### src/rtl/spi_reg_slave.sv
`default_nettype none
// ============================================================================
// Module      : spi_reg_slave
// Description : SPI slave register bank. Oversamples already-synchronized SPI
//               pins on the system clock, supports CPOL/CPHA modes 0-3, and
//               runs an 8-bit command + REG_WIDTH-bit data frame. Config
//               registers are SPI-writable; status registers are read-only
//               snapshots.
// Revision    : 1.0 - initial release
// ============================================================================
module spi_reg_slave #(
    parameter int NUM_CFG    = 8,
    parameter int NUM_STATUS = 8,
    parameter int REG_WIDTH  = 8
) (
    input  logic                             clk,
    input  logic                             rstb,
    input  logic                             ena,
    input  logic [1:0]                       mode,
    input  logic                             spi_cs_n,
    input  logic                             spi_clk,
    input  logic                             spi_mosi,
    output logic                             spi_miso,
    output logic [NUM_CFG*REG_WIDTH-1:0]     config_regs,
    input  logic [NUM_STATUS*REG_WIDTH-1:0]  status_regs,
    output logic                             cfg_wr_pulse,
    output logic [2:0]                       cfg_wr_addr
);

    localparam int CMD_BITS = 8;
    localparam int CNT_MAX  = (REG_WIDTH > CMD_BITS) ? REG_WIDTH : CMD_BITS;
    localparam int CNT_W    = $clog2(CNT_MAX + 1);
    localparam logic [CNT_W-1:0] CNT_CMD_LAST  = CNT_W'(CMD_BITS - 1);
    localparam logic [CNT_W-1:0] CNT_DATA_LAST = CNT_W'(REG_WIDTH - 1);

    typedef enum logic [1:0] {
        ST_IDLE = 2'd0,
        ST_CMD  = 2'd1,
        ST_DATA = 2'd2,
        ST_DONE = 2'd3
    } state_t;

    state_t                         state_q,   state_d;
    logic                           cs_n_q,    cs_n_d;
    logic                           spi_clk_q, spi_clk_d;
    logic [1:0]                     mode_q,    mode_d;
    logic [CNT_W-1:0]               cnt_q,     cnt_d;
    logic [CMD_BITS-2:0]            cmd_q,     cmd_d;
    logic [REG_WIDTH-2:0]           rx_q,      rx_d;
    logic [REG_WIDTH-1:0]           tx_q,      tx_d;
    logic [2:0]                     addr_q,    addr_d;
    logic                           wr_ok_q,   wr_ok_d;
    logic                           miso_q,    miso_d;
    logic [NUM_CFG*REG_WIDTH-1:0]   cfg_q,     cfg_d;
    logic                           pulse_q,   pulse_d;
    logic [2:0]                     wr_addr_q, wr_addr_d;

    logic                 w_edge;
    logic                 w_lead;
    logic                 w_trail;
    logic                 w_sample;
    logic                 w_shift;
    logic                 w_rw;
    logic                 w_bank;
    logic [2:0]           w_addr;
    logic [REG_WIDTH-1:0] w_data;
    logic                 w_cfg_hit;
    logic [REG_WIDTH-1:0] w_cfg_val;
    logic [REG_WIDTH-1:0] w_st_val;
    logic [REG_WIDTH-1:0] w_snap;

    // Leading edge leaves the CPOL idle level; CPHA picks which edge samples.
    assign w_edge   = (spi_clk != spi_clk_q);
    assign w_lead   = w_edge && (spi_clk_q == mode_q[1]);
    assign w_trail  = w_edge && (spi_clk_q != mode_q[1]);
    assign w_sample = mode_q[0] ? w_trail : w_lead;
    assign w_shift  = mode_q[0] ? w_lead  : w_trail;

    // Command fields as seen on the clk that takes the 8th command bit.
    assign w_rw   = cmd_q[6];
    assign w_bank = cmd_q[2];
    assign w_addr = {cmd_q[1:0], spi_mosi};
    assign w_data = {rx_q, spi_mosi};

    // Decode the addressed register; unmapped addresses read as zero.
    always_comb begin
        w_cfg_hit = 1'b0;
        w_cfg_val = '0;
        w_st_val  = '0;
        for (int k = 0; k < NUM_CFG; k++) begin
            if (w_addr == 3'(k)) begin
                w_cfg_hit = 1'b1;
                w_cfg_val = cfg_q[k*REG_WIDTH +: REG_WIDTH];
            end
        end
        for (int k = 0; k < NUM_STATUS; k++) begin
            if (w_addr == 3'(k)) begin
                w_st_val = status_regs[k*REG_WIDTH +: REG_WIDTH];
            end
        end
    end

    assign w_snap = w_bank ? w_st_val : w_cfg_val;

    // Frame FSM, shift registers and commit logic; CS high always wins.
    always_comb begin
        state_d   = state_q;
        cs_n_d    = spi_cs_n;
        spi_clk_d = spi_clk;
        mode_d    = mode_q;
        cnt_d     = cnt_q;
        cmd_d     = cmd_q;
        rx_d      = rx_q;
        tx_d      = tx_q;
        addr_d    = addr_q;
        wr_ok_d   = wr_ok_q;
        miso_d    = miso_q;
        cfg_d     = cfg_q;
        pulse_d   = 1'b0;
        wr_addr_d = wr_addr_q;

        if (spi_cs_n) begin
            state_d = ST_IDLE;
            miso_d  = 1'b0;
        end else begin
            case (state_q)
                ST_IDLE: begin
                    miso_d = 1'b0;
                    if (cs_n_q) begin
                        state_d = ST_CMD;
                        mode_d  = mode;
                        cnt_d   = '0;
                    end
                end
                ST_CMD: begin
                    miso_d = 1'b0;
                    if (w_sample) begin
                        cmd_d = {cmd_q[CMD_BITS-3:0], spi_mosi};
                        cnt_d = cnt_q + CNT_W'(1);
                        if (cnt_q == CNT_CMD_LAST) begin
                            state_d = ST_DATA;
                            cnt_d   = '0;
                            addr_d  = w_addr;
                            wr_ok_d = w_rw && !w_bank && w_cfg_hit;
                            tx_d    = w_rw ? '0 : w_snap;
                        end
                    end
                end
                ST_DATA: begin
                    if (w_shift) begin
                        miso_d = tx_q[REG_WIDTH-1];
                        tx_d   = tx_q << 1;
                    end
                    if (w_sample) begin
                        rx_d  = w_data[REG_WIDTH-2:0];
                        cnt_d = cnt_q + CNT_W'(1);
                        if (cnt_q == CNT_DATA_LAST) begin
                            state_d = ST_DONE;
                            miso_d  = 1'b0;
                            if (wr_ok_q) begin
                                for (int k = 0; k < NUM_CFG; k++) begin
                                    if (addr_q == 3'(k)) begin
                                        cfg_d[k*REG_WIDTH +: REG_WIDTH] = w_data;
                                    end
                                end
                                pulse_d   = 1'b1;
                                wr_addr_d = addr_q;
                            end
                        end
                    end
                end
                ST_DONE: begin
                    miso_d = 1'b0;
                end
                default: begin
                    state_d = ST_IDLE;
                    miso_d  = 1'b0;
                end
            endcase
        end
    end

    // State register; ena low freezes everything including edge history.
    always_ff @(posedge clk or negedge rstb) begin
        if (!rstb) begin
            state_q   <= ST_IDLE;
            cs_n_q    <= 1'b1;
            spi_clk_q <= 1'b0;
            mode_q    <= 2'b00;
            cnt_q     <= '0;
            cmd_q     <= '0;
            rx_q      <= '0;
            tx_q      <= '0;
            addr_q    <= 3'd0;
            wr_ok_q   <= 1'b0;
            miso_q    <= 1'b0;
            cfg_q     <= '0;
            pulse_q   <= 1'b0;
            wr_addr_q <= 3'd0;
        end else if (ena) begin
            state_q   <= state_d;
            cs_n_q    <= cs_n_d;
            spi_clk_q <= spi_clk_d;
            mode_q    <= mode_d;
            cnt_q     <= cnt_d;
            cmd_q     <= cmd_d;
            rx_q      <= rx_d;
            tx_q      <= tx_d;
            addr_q    <= addr_d;
            wr_ok_q   <= wr_ok_d;
            miso_q    <= miso_d;
            cfg_q     <= cfg_d;
            pulse_q   <= pulse_d;
            wr_addr_q <= wr_addr_d;
        end
    end

    assign spi_miso     = miso_q;
    assign config_regs  = cfg_q;
    assign cfg_wr_pulse = pulse_q;
    assign cfg_wr_addr  = wr_addr_q;

endmodule
`default_nettype wire

### config.mk
export PLATFORM = sky130hd
export DESIGN_NAME = spi_reg_slave
export DESIGN_NICKNAME = d
export VERILOG_FILES = /design/src/rtl/spi_reg_slave.sv
export SDC_FILE = /design/constraint.sdc
export NUM_CORES = 1
export LEC_CHECK = 0
export CAP_MARGIN = 20
export CELL_PAD_IN_SITES_DETAIL_PLACEMENT = 1
export CELL_PAD_IN_SITES_GLOBAL_PLACEMENT = 2
export CORE_ASPECT_RATIO = 2
export CORE_MARGIN = 5
export CORE_UTILIZATION = 34
export DETAILED_ROUTE_END_ITERATION = 12
export PLACE_DENSITY_LB_ADDON = 0.1
export SYNTH_ARGS = -nofsm -noshare
export SYNTH_HDL_FRONTEND = slang
export SYNTH_SLANG_ARGS = --single-unit
### constraint.sdc
create_clock -name clk -period 3.7 [get_ports clk]
set_input_delay 0.925 -clock clk [delete_from_list [all_inputs] [get_ports clk]]
set_output_delay 0.925 -clock clk [all_outputs]
set_load 0.01 [all_outputs]
==> results.cfg, run 1 <==
[cells_and_area]
antenna_cells = 0
multiInputGateArea_sq_mm = 0.00274
fin_nets = 705
drive_above_1_share = 0.215
area_delta_synth_final_pct = 35.4
instances_no_fill = 836
seq_area_sq_mm = 0.00263
fill_cells = 1773

[yosys]
postSynthCellCount = 492
synth_top_area_frac = 0.469
syn-num-nets = 570
netlist_area_sq_mm = 0.00554
ys.flop_type = dfrtp_1
yosys_warnings = 0
synth_area_leader_cell = dfrtp_1
synth_edf_count = 0
synth.area.top_cells = dfrtp_1 47%, mux2_2 17%, mux2i_1 5.2%, nand2_1 3.7%, mux4_2 2.4%
async_flop_share = 1.00
yosysMostFrequentCell = dfrtp_1
ys_seq_elements = 105
post_synth.cell_area_avg_sq_um = 11.3
seq_area_frac_synth = 0.474
synthTopCellsByCount = 104 x dfrtp_1, 85 x mux2_2, 55 x nand2_1, 29 x mux2i_1, 25 x nor2_1
synth.distinct_cells = 54

[placed_design]
dp_cells = 820
port_buffers = 140
dpl.hpwl_um = 15600
routabilityCongestion = 0.830

[floorplan]
die_width_um = 100
std_cell_rows = 66
die_y_um = 191
die_area_sq_mm = 0.0191
io_pins = 141
core-area_sq_mm = 0.0162
start_util = 0.343

[routing]
first_pass_iters = 4
drt_iter0_drc = 175
drt-total-wl_um = 20200
wl_per_cell_um = 24.1
drc = 0
ant_nets = 0
num_vias = 4546
viasPerCell = 5.44

[worst_setup_path]
worstSetupStartpointType = primary input
crit_arrival_ns = 3.22
r2r-start = mode_q[1]$_DFFE_PN0P_
critical_path.startpoint = spi_clk
critPathKind = primary input to flip-flop
slowest_delay_ns = 0.46
crit_fanout = 8
cp_cell_sequence = clkdlybuf4s50_1, nand2b_1, mux2i_1, and3_1, nand2_2, nor3_4, mux2_2
crit_required_ns = 3.93
critPathCaptureType = flip-flop
cpMaxStageDelayCell = nor3_4

[clock_tree]
clock_latency_ns = 0.35
cts.clk_slew.worst_paths_ns = 0.08
cts_sinks = 105
cts_max_level = 3
cts_root_buffer = clkbuf_16
ctsHoldBuffers = 0
numCtsBuffers = 9
post_cts_buffers = 0
cts_tree = done
clock_path_buffers = 2
ctsResizeCount = 0

[grt]
grtUsageTotal = 0.216
overflow = 0
grt_pass1_vias = 5071
grt_pass1_wl_um = 30800
antenna_found_initial = 0
grt_max_degree = 45

[worst_hold_path]
hold_start = wr_ok_q$_DFFE_PN0P_
hp-class = flip-flop to flip-flop

[outcome]
status = complete, no violations

[sta]
holdWs_ns = 0.490
period_share = 0.808
slew_headroom = 0.421
worst_slew_pin_slew_ns = 0.868
hold_viol = 0
rsz0062_at_grt = false
clock.fmax_ghz = 0.334
slew_violations = 0
fin_crit_ns = 2.99
setup_viol = 0
skew_ns = 0.0113
final.setup.tns_ns = 0

[run]
drv_cap = 0

[power_and_ir_drop]
cellPowerDensity_mw_per_mm2 = 455
peakVddDrop_v = 0.000249
p_leak_nw = 3.26
## layer usage
layer  vias to the layer above  global-route usage  part of all wire
met5                         -                   0                 0
met4                         0              0.0669             0.024
met2                       108               0.423              0.58
met1                      2352               0.229              0.36
met3                        23              0.0333             0.037
li1                       2063                   -                 -
## placed cells by master (no fill, tap or decap), types with 8 or more instances in the layout
| master | netlist | final |
|---|---|---|
| a22oi_1 | 8 | 8 |
| nor2_1 | 25 | 25 |
| mux2_2 | 85 | 85 |
| mux2i_1 | 29 | 29 |
| o21ai_0 | 14 | 14 |
| o211ai_1 | 10 | 10 |
| nor2b_1 | 15 | 15 |
| nand2_1 | 55 | 55 |
| a21oi_1 | 11 | 11 |
| buf_4 | 1 | 17 |
| dfrtp_1 | 104 | 103 |
| clkdlybuf4s50_1 | 0 | 138 |
| clkbuf_16 | 0 | 9 |
## path summary, 6_finish.rpt
kind	slack, ns	end	cells past startpoint
min in group asynchronous	0.59	cfg_wr_pulse$_DFFE_PN0P_	1
max in group asynchronous	2.30	addr_q[0]$_DFFE_PN0P_	2
worst min-delay path	0.49	wr_ok_q$_DFFE_PN0P_	2
worst max-delay path	0.71	config_regs[49]$_DFFE_PN0P_	7
worst min register to register	0.49	wr_ok_q$_DFFE_PN0P_	2
worst max register to register	0.92	config_regs[49]$_DFFE_PN0P_	6
## sequential cells by signal, indices dropped and copies added, names as in the netlist
register and cells:
rx_q 7, cmd_q 7, spi_miso 1, config_regs 64, cfg_wr_pulse 1, addr_q 3, wr_ok_q 1, tx_q 8
mode_q 2, spi_clk_q 1, cs_n_q 1, cnt_q 4, cfg_wr_addr 3, state_q 2
## final cells by class
cell class | count | share of cell area
Clock buffer | 9 | 0.0300
Clock inverter | 7 | 0.00984
Inverter | 7 | 0.00350
Multi-Input combinational cell | 346 | 0.365
Sequential cell | 105 | 0.350
Tap cell | 204 | 0.0340
Timing Repair Buffer | 158 | 0.207
## worst max-delay path, delay by kind of cell
kind                   cells  cell delay (ns)
buffers and inverters      1             0.44
multiplexers               2             0.82
AND/OR/NAND/NOR            4             1.04
## cell families (layout without fill, tap and decap cells)
logic type / after synthesis / in the layout / share of synthesized area
AND/OR/NAND/NOR: 130 / 130 / 0.115
multiplexers: 120 / 120 / 0.249
flip-flops: 105 / 105 / 0.474
AO/OA/AOI/OAI: 89 / 89 / 0.115
buffers and inverters: 41 / 181 / 0.0316
adder cells (fa/ha/maj): 6 / 6 / 0.0135
XOR/XNOR: 1 / 1 / 0.00158
## power breakdown
group	total [W]	switching [W]	internal [W]	leakage, nW
clock network	0.000948	0.000472	0.000476	0.143
logic	0.00109	0.000613	0.000480	1.68
registers	0.00138	0.000143	0.00123	1.44
## per-stage QoR
| step | setup slack (ns) | utilization | area [sq um] | power [W] |
|---|---|---|---|---|
| after global placement | 0.454 | 0.445 | 7210 | 0.00247 |
| after CTS | 0.722 | 0.464 | 7500 | 0.00347 |
| after floorplan | 1.13 | - | 5540 | 0.00207 |
| final | 0.710 | 0.464 | 7500 | 0.00342 |
| after global routing | 0.582 | 0.464 | 7500 | 0.00360 |
| after detailed placement | 0.348 | 0.445 | 7210 | 0.00251 |
No activity file was read; power rests on OpenSTA's default activity.
==> run 2, diff against run 1 <==
CORE_UTILIZATION = 28   (was 34)
clock period = 2.6 ns   (was 3.7 ns; I/O delays follow)
==> run 2 against run 1 <==
Effect of this change:
- routed wire length grew 4.6%
- die area is 20% higher
- combinational power grew 61%
- worst setup slack got worse by 0.51 ns
- clock skew shrank 0.0011 ns
- highest routed layer unchanged
- register-to-register slack lost 0.63 ns
- largest power group unchanged
- critical path depth grew 1
==> results.cfg, run 2 (synthesis results as in run 1) <==
[sta]
hold_viol = 0
slew_violations = 0
fin_crit_ns = 2.40
setup_viol = 0
holdWs_ns = 0.227
rsz0062_at_grt = false
final.setup.tns_ns = 0
worst_slew_pin_slew_ns = 0.724
clock.fmax_ghz = 0.417
period_share = 0.921
slew_headroom = 0.517
skew_ns = 0.0101

[floorplan]
die_area_sq_mm = 0.0229
start_util = 0.281
core-area_sq_mm = 0.0197
die_width_um = 110
io_pins = 141
std_cell_rows = 73
die_y_um = 209

[cells_and_area]
multiInputGateArea_sq_mm = 0.00274
antenna_cells = 0
area_delta_synth_final_pct = 41.1
fin_area_sq_mm = 0.00782
final_cell_mix = 138 x clkdlybuf4s50_1, 103 x dfrtp_1, 85 x mux2_2
fill_cells = 2244
drive_above_1_share = 0.253
layout.cells.most_common = clkdlybuf4s50_1
seq_area_sq_mm = 0.00263
largest_reg_flops = 64
fin_nets = 737

[grt]
grt_max_degree = 55
overflow = 0
grtUsageTotal = 0.192
antenna_found_initial = 0
grt_pass1_vias = 5342
grt_pass1_wl_um = 32400

[clock_tree]
post_cts_buffers = 0
cts_sinks = 105
ctsHoldBuffers = 0
cts.clk_slew.worst_paths_ns = 0.08
cts_tree = done
clock_path_buffers = 2
clock_latency_ns = 0.36
cts_max_level = 3
cts_root_buffer = clkbuf_16
numCtsBuffers = 9
ctsResizeCount = 0

[worst_setup_path]
cp.depth = 8
critPathCaptureType = flip-flop
r2r_end = config_regs[43]$_DFFE_PN0P_
crit_arrival_ns = 2.64
worstSetupStartpointType = primary input
crit_fanout = 4
reg2regPathDepth = 7
crit_family = simple AND/OR/NAND/NOR gates
cp_cell_sequence = clkdlybuf4s50_1, nand2b_1, mux2i_1, and3_1, nand2_2, nor3_4, buf_4, mux2_2
critPathBufInv = 2
crit_required_ns = 2.85
reg2reg_setup_slack_ns = 0.29
critPathKind = primary input to flip-flop
slowest_delay_ns = 0.45
cpMaxStageDelayCell = clkdlybuf4s50_1
r2r-start = cnt_q[0]$_DFFE_PN0P_

[routing]
drt_iter0_drc = 148
wl_per_cell_um = 22.8
drc = 0
ant_nets = 0
viasPerCell = 4.95
first_pass_iters = 4
drt-total-wl_um = 21100
num_vias = 4583

[outcome]
status = complete, no violations

[power_and_ir_drop]
cellPowerDensity_mw_per_mm2 = 640
peakVddDrop_v = 0.000309
p_leak_nw = 3.42
finalPower_w = 0.00500

[placed_design]
port_buffers = 140
routabilityCongestion = 0.806
place_area_sq_mm = 0.00754
dpl.hpwl_um = 16800

[worst_hold_path]
hp-class = primary input to asynchronous set/reset pin

[run]
drv_cap = 0
-- run 2: changes by cell type in the layout (fill, tap and decap cells not counted), sizes merged --
cell      change
buf          +32
clkinv        -2
clkinvlp      +1
inv           +1
-- run 2: worst max path at each step --
stage | endpoint | from
after global placement | config_regs[55]$_DFFE_PN0P_ | spi_clk
after detailed placement | config_regs[52]$_DFFE_PN0P_ | spi_clk
after CTS | config_regs[52]$_DFFE_PN0P_ | spi_clk
after floorplan | config_regs[48]$_DFFE_PN0P_ | spi_clk
final | config_regs[52]$_DFFE_PN0P_ | spi_clk
after global routing | config_regs[54]$_DFFE_PN0P_ | spi_clk
-- run 2: worst reg2reg max path, stage by stage (launching register included) --
cell and delay (ns):
dfrtp_1 0.39, ha_1 0.23, and3b_1 0.26, and2_1 0.29, nand3_1 0.18, nor3_2 0.27, buf_4 0.23, mux2_2 0.35
-- run 2: report_power, final --
| group | internal [W] | total (W) | switching [W] | leakage [nW] |
|---|---|---|---|---|
| Combinational | 0.000814 | 0.00176 | 0.000946 | 1.85 |
| Sequential | 0.00176 | 0.00192 | 0.000160 | 1.44 |
| Clock | 0.000658 | 0.00133 | 0.000671 | 0.133 |
| Total | 0.00323 | 0.00500 | 0.00178 | 3.42 |
-- run 2: final cells by class --
cell class	count	share of cell area
tap	262	0.0419
sequential	105	0.336
clock inverter	7	0.00656
inverter	7	0.00336
multi-input combinational	346	0.350
clock buffer	9	0.0288
timing repair buffer	190	0.233
-- run 2: per-stage QoR --
step            util  std cells  setup WS, ns
2_1_floorplan      -        492         0.303
3_3_place_gp   0.382        910        -0.118
3_5_place_dp   0.382        910        -0.204
4_1_cts        0.396        926         0.179
5_1_grt        0.396        926        0.0721
6_report       0.396        926         0.204
-- run 2: layer usage --
layer | global-route usage | up-vias | share of wire
met5 | 0 | - | 0
met3 | 0.0294 | 22 | 0.031
met2 | 0.373 | 98 | 0.59
met1 | 0.202 | 2333 | 0.36
li1 | - | 2130 | -
met4 | 0.0628 | 0 | 0.023
==> run 3, diff against run 2 <==
CORE_ASPECT_RATIO = 1.4   (was 2)
CORE_UTILIZATION = 34   (was 28)
SKIP_CTS_REPAIR_TIMING = 1   (was unset)
clock period = 3 ns   (was 2.6 ns; I/O delays follow)
==> run 3 against run 2 <==
Effect of this change:
- register-to-register slack improved by 0.20 ns
- via count decreased by 1.2%
- utilization increased by 7.5 points
- global-route usage up 0.96 points
- combinational power decreased by 21%
- highest routed layer unchanged
==> results.cfg, run 3 (synthesis results as in run 1) <==
[outcome]
status = complete, no violations

[worst_setup_path]
r2r_end = config_regs[52]$_DFFE_PN0P_
crit_arrival_ns = 2.75
crit_required_ns = 3.24
reg2reg_setup_slack_ns = 0.49
critPathCaptureType = flip-flop
r2r-start = state_q[0]$_DFFE_PN0P_
reg2regPathDepth = 6
critPathCapture = config_regs[52]$_DFFE_PN0P_
crit_fanout = 8
worstSetupStartpointType = primary input
critPathKind = primary input to flip-flop
critical_path.startpoint = spi_clk

[floorplan]
std_cell_rows = 55
start_util = 0.344
io_pins = 141
die_area_sq_mm = 0.0190
core-area_sq_mm = 0.0161
die_y_um = 161
die_width_um = 118

[grt]
busiest_layer = met2
use_met2 = 0.372
grtUsageTotal = 0.202
grt_pass1_vias = 5068
antenna_found_initial = 0
grt_pass1_wl_um = 30100
grt_max_degree = 77
grt_use_met3 = 0.0378
overflow = 0
met1_usage = 0.243

[sta]
slew_headroom = 0.431
hold_viol = 0
slew_violations = 0
period_share = 0.839
rsz0062_at_grt = false
final.setup.tns_ns = 0
setup_slack_ns = 0.483
worst_slew_pin_slew_ns = 0.854
fin_crit_ns = 2.52
clock.fmax_ghz = 0.397
skew_ns = 0.0152
setup_viol = 0

[cells_and_area]
antenna_cells = 0
area_delta_synth_final_pct = 36.9
instances_no_fill = 838
drive_above_1_share = 0.224
fin_nets = 712
largest_reg_flops = 64
seq_area_sq_mm = 0.00263
multiInputGateArea_sq_mm = 0.00274
final_cell_mix = 138 x clkdlybuf4s50_1, 103 x dfrtp_1, 85 x mux2_2
fill_cells = 1731
layout.cells.most_common = clkdlybuf4s50_1

[clock_tree]
cts_sinks = 105
numCtsBuffers = 9
cts_tree = done
cts_max_level = 3
cts_root_buffer = clkbuf_16
clock_latency_ns = 0.36
cts.clk_slew.worst_paths_ns = 0.09
clock_path_buffers = 2

[routing]
drt-total-wl_um = 19100
wl_per_cell_um = 22.7
ant_nets = 0
drc = 0
viasPerCell = 5.40
first_pass_iters = 4
num_vias = 4526
drt_iter0_drc = 208

[power_and_ir_drop]
combPwrFrac = 0.325
clock_power_share = 0.291
peakVddDrop_v = 0.000392
p_sw_w = 0.00154
internal-power_w = 0.00275
switching_share = 0.360
cellPowerDensity_mw_per_mm2 = 566
seqPwrFrac = 0.384
p_leak_nw = 3.31

[placed_design]
dp_cells = 822
port_buffers = 140
dpl.hpwl_um = 14500
routabilityCongestion = 0.784
pre_cts_ws_ns = 0.111

[worst_hold_path]
hp-class = primary input to asynchronous set/reset pin

[run]
drv_cap = 0
-- run 3: changes by cell type in the layout (fill, tap and decap cells not counted), moves of 2 or more --
cell / before / now
buf_4: 47 / 22
clkinv_2: 2 / 0
clkinv_8: 0 / 2
clkinvlp_4: 2 / 0
inv_6: 3 / 1
inv_8: 0 / 2
-- run 3: worst min path at each step --
stage / cells past startpoint / endpoint / start / slack, ns
floorplan: 2 / wr_ok_q$_DFFE_PN0P_ / wr_ok_q$_DFFE_PN0P_ / 0.44
global placement: 1 / cnt_q[3]$_DFFE_PN0P_ / cnt_q[3]$_DFFE_PN0P_ / 0.46
detailed placement: 1 / cnt_q[3]$_DFFE_PN0P_ / cnt_q[3]$_DFFE_PN0P_ / 0.47
CTS: 1 / rx_q[1]$_DFFE_PN0P_ / rstb / 0.34
global route: 1 / state_q[0]$_DFFE_PN0P_ / rstb / 0.35
finish: 1 / state_q[0]$_DFFE_PN0P_ / rstb / 0.32
-- run 3: cell type report --
class                      count  share of cell area
multi-input combinational    346               0.361
tap                          199              0.0328
timing repair buffer         165               0.215
clock inverter                 7              0.0117
clock buffer                   9              0.0297
inverter                       7             0.00346
sequential                   105               0.346
-- run 3: routing by layer --
| metal | vias to the layer above | share of wire | routed length [um] |
|---|---|---|---|
| met2 | 83 | 0.55 | 10500 |
| li1 | 2076 | - | - |
| met4 | 0 | 0.011 | 203 |
| met3 | 14 | 0.036 | 678 |
| met5 | - | 0 | 0 |
| met1 | 2353 | 0.40 | 7660 |
-- run 3: worst max-delay path: stages --
cell,delay (ns)
clkdlybuf4s50_1,0.44
nand2b_1,0.17
mux2i_1,0.17
and3_1,0.22
nand2_2,0.12
nor3_4,0.48
mux2_2,0.40
-- run 3: power by group through the flow --
stage | logic, W | clock network, W | registers [W]
after detailed placement | 0.00141 | 0 | 0.00168
after global routing | 0.00153 | 0.00133 | 0.00167
after floorplan | 0.000943 | 0 | 0.00161
after CTS | 0.00141 | 0.00127 | 0.00165
final | 0.00139 | 0.00125 | 0.00165
after global placement | 0.00138 | 0 | 0.00167
-- run 3: through the flow --
stage               total power (W)  instance area (sq um)   util  hold slack, ns
floorplan                   0.00255                   5540      -           0.442
global placement            0.00305                   7280  0.452           0.456
detailed placement          0.00308                   7280  0.452           0.468
CTS                         0.00434                   7590  0.471           0.335
global route                0.00453                   7590  0.471           0.348
finish                      0.00429                   7590  0.471           0.323
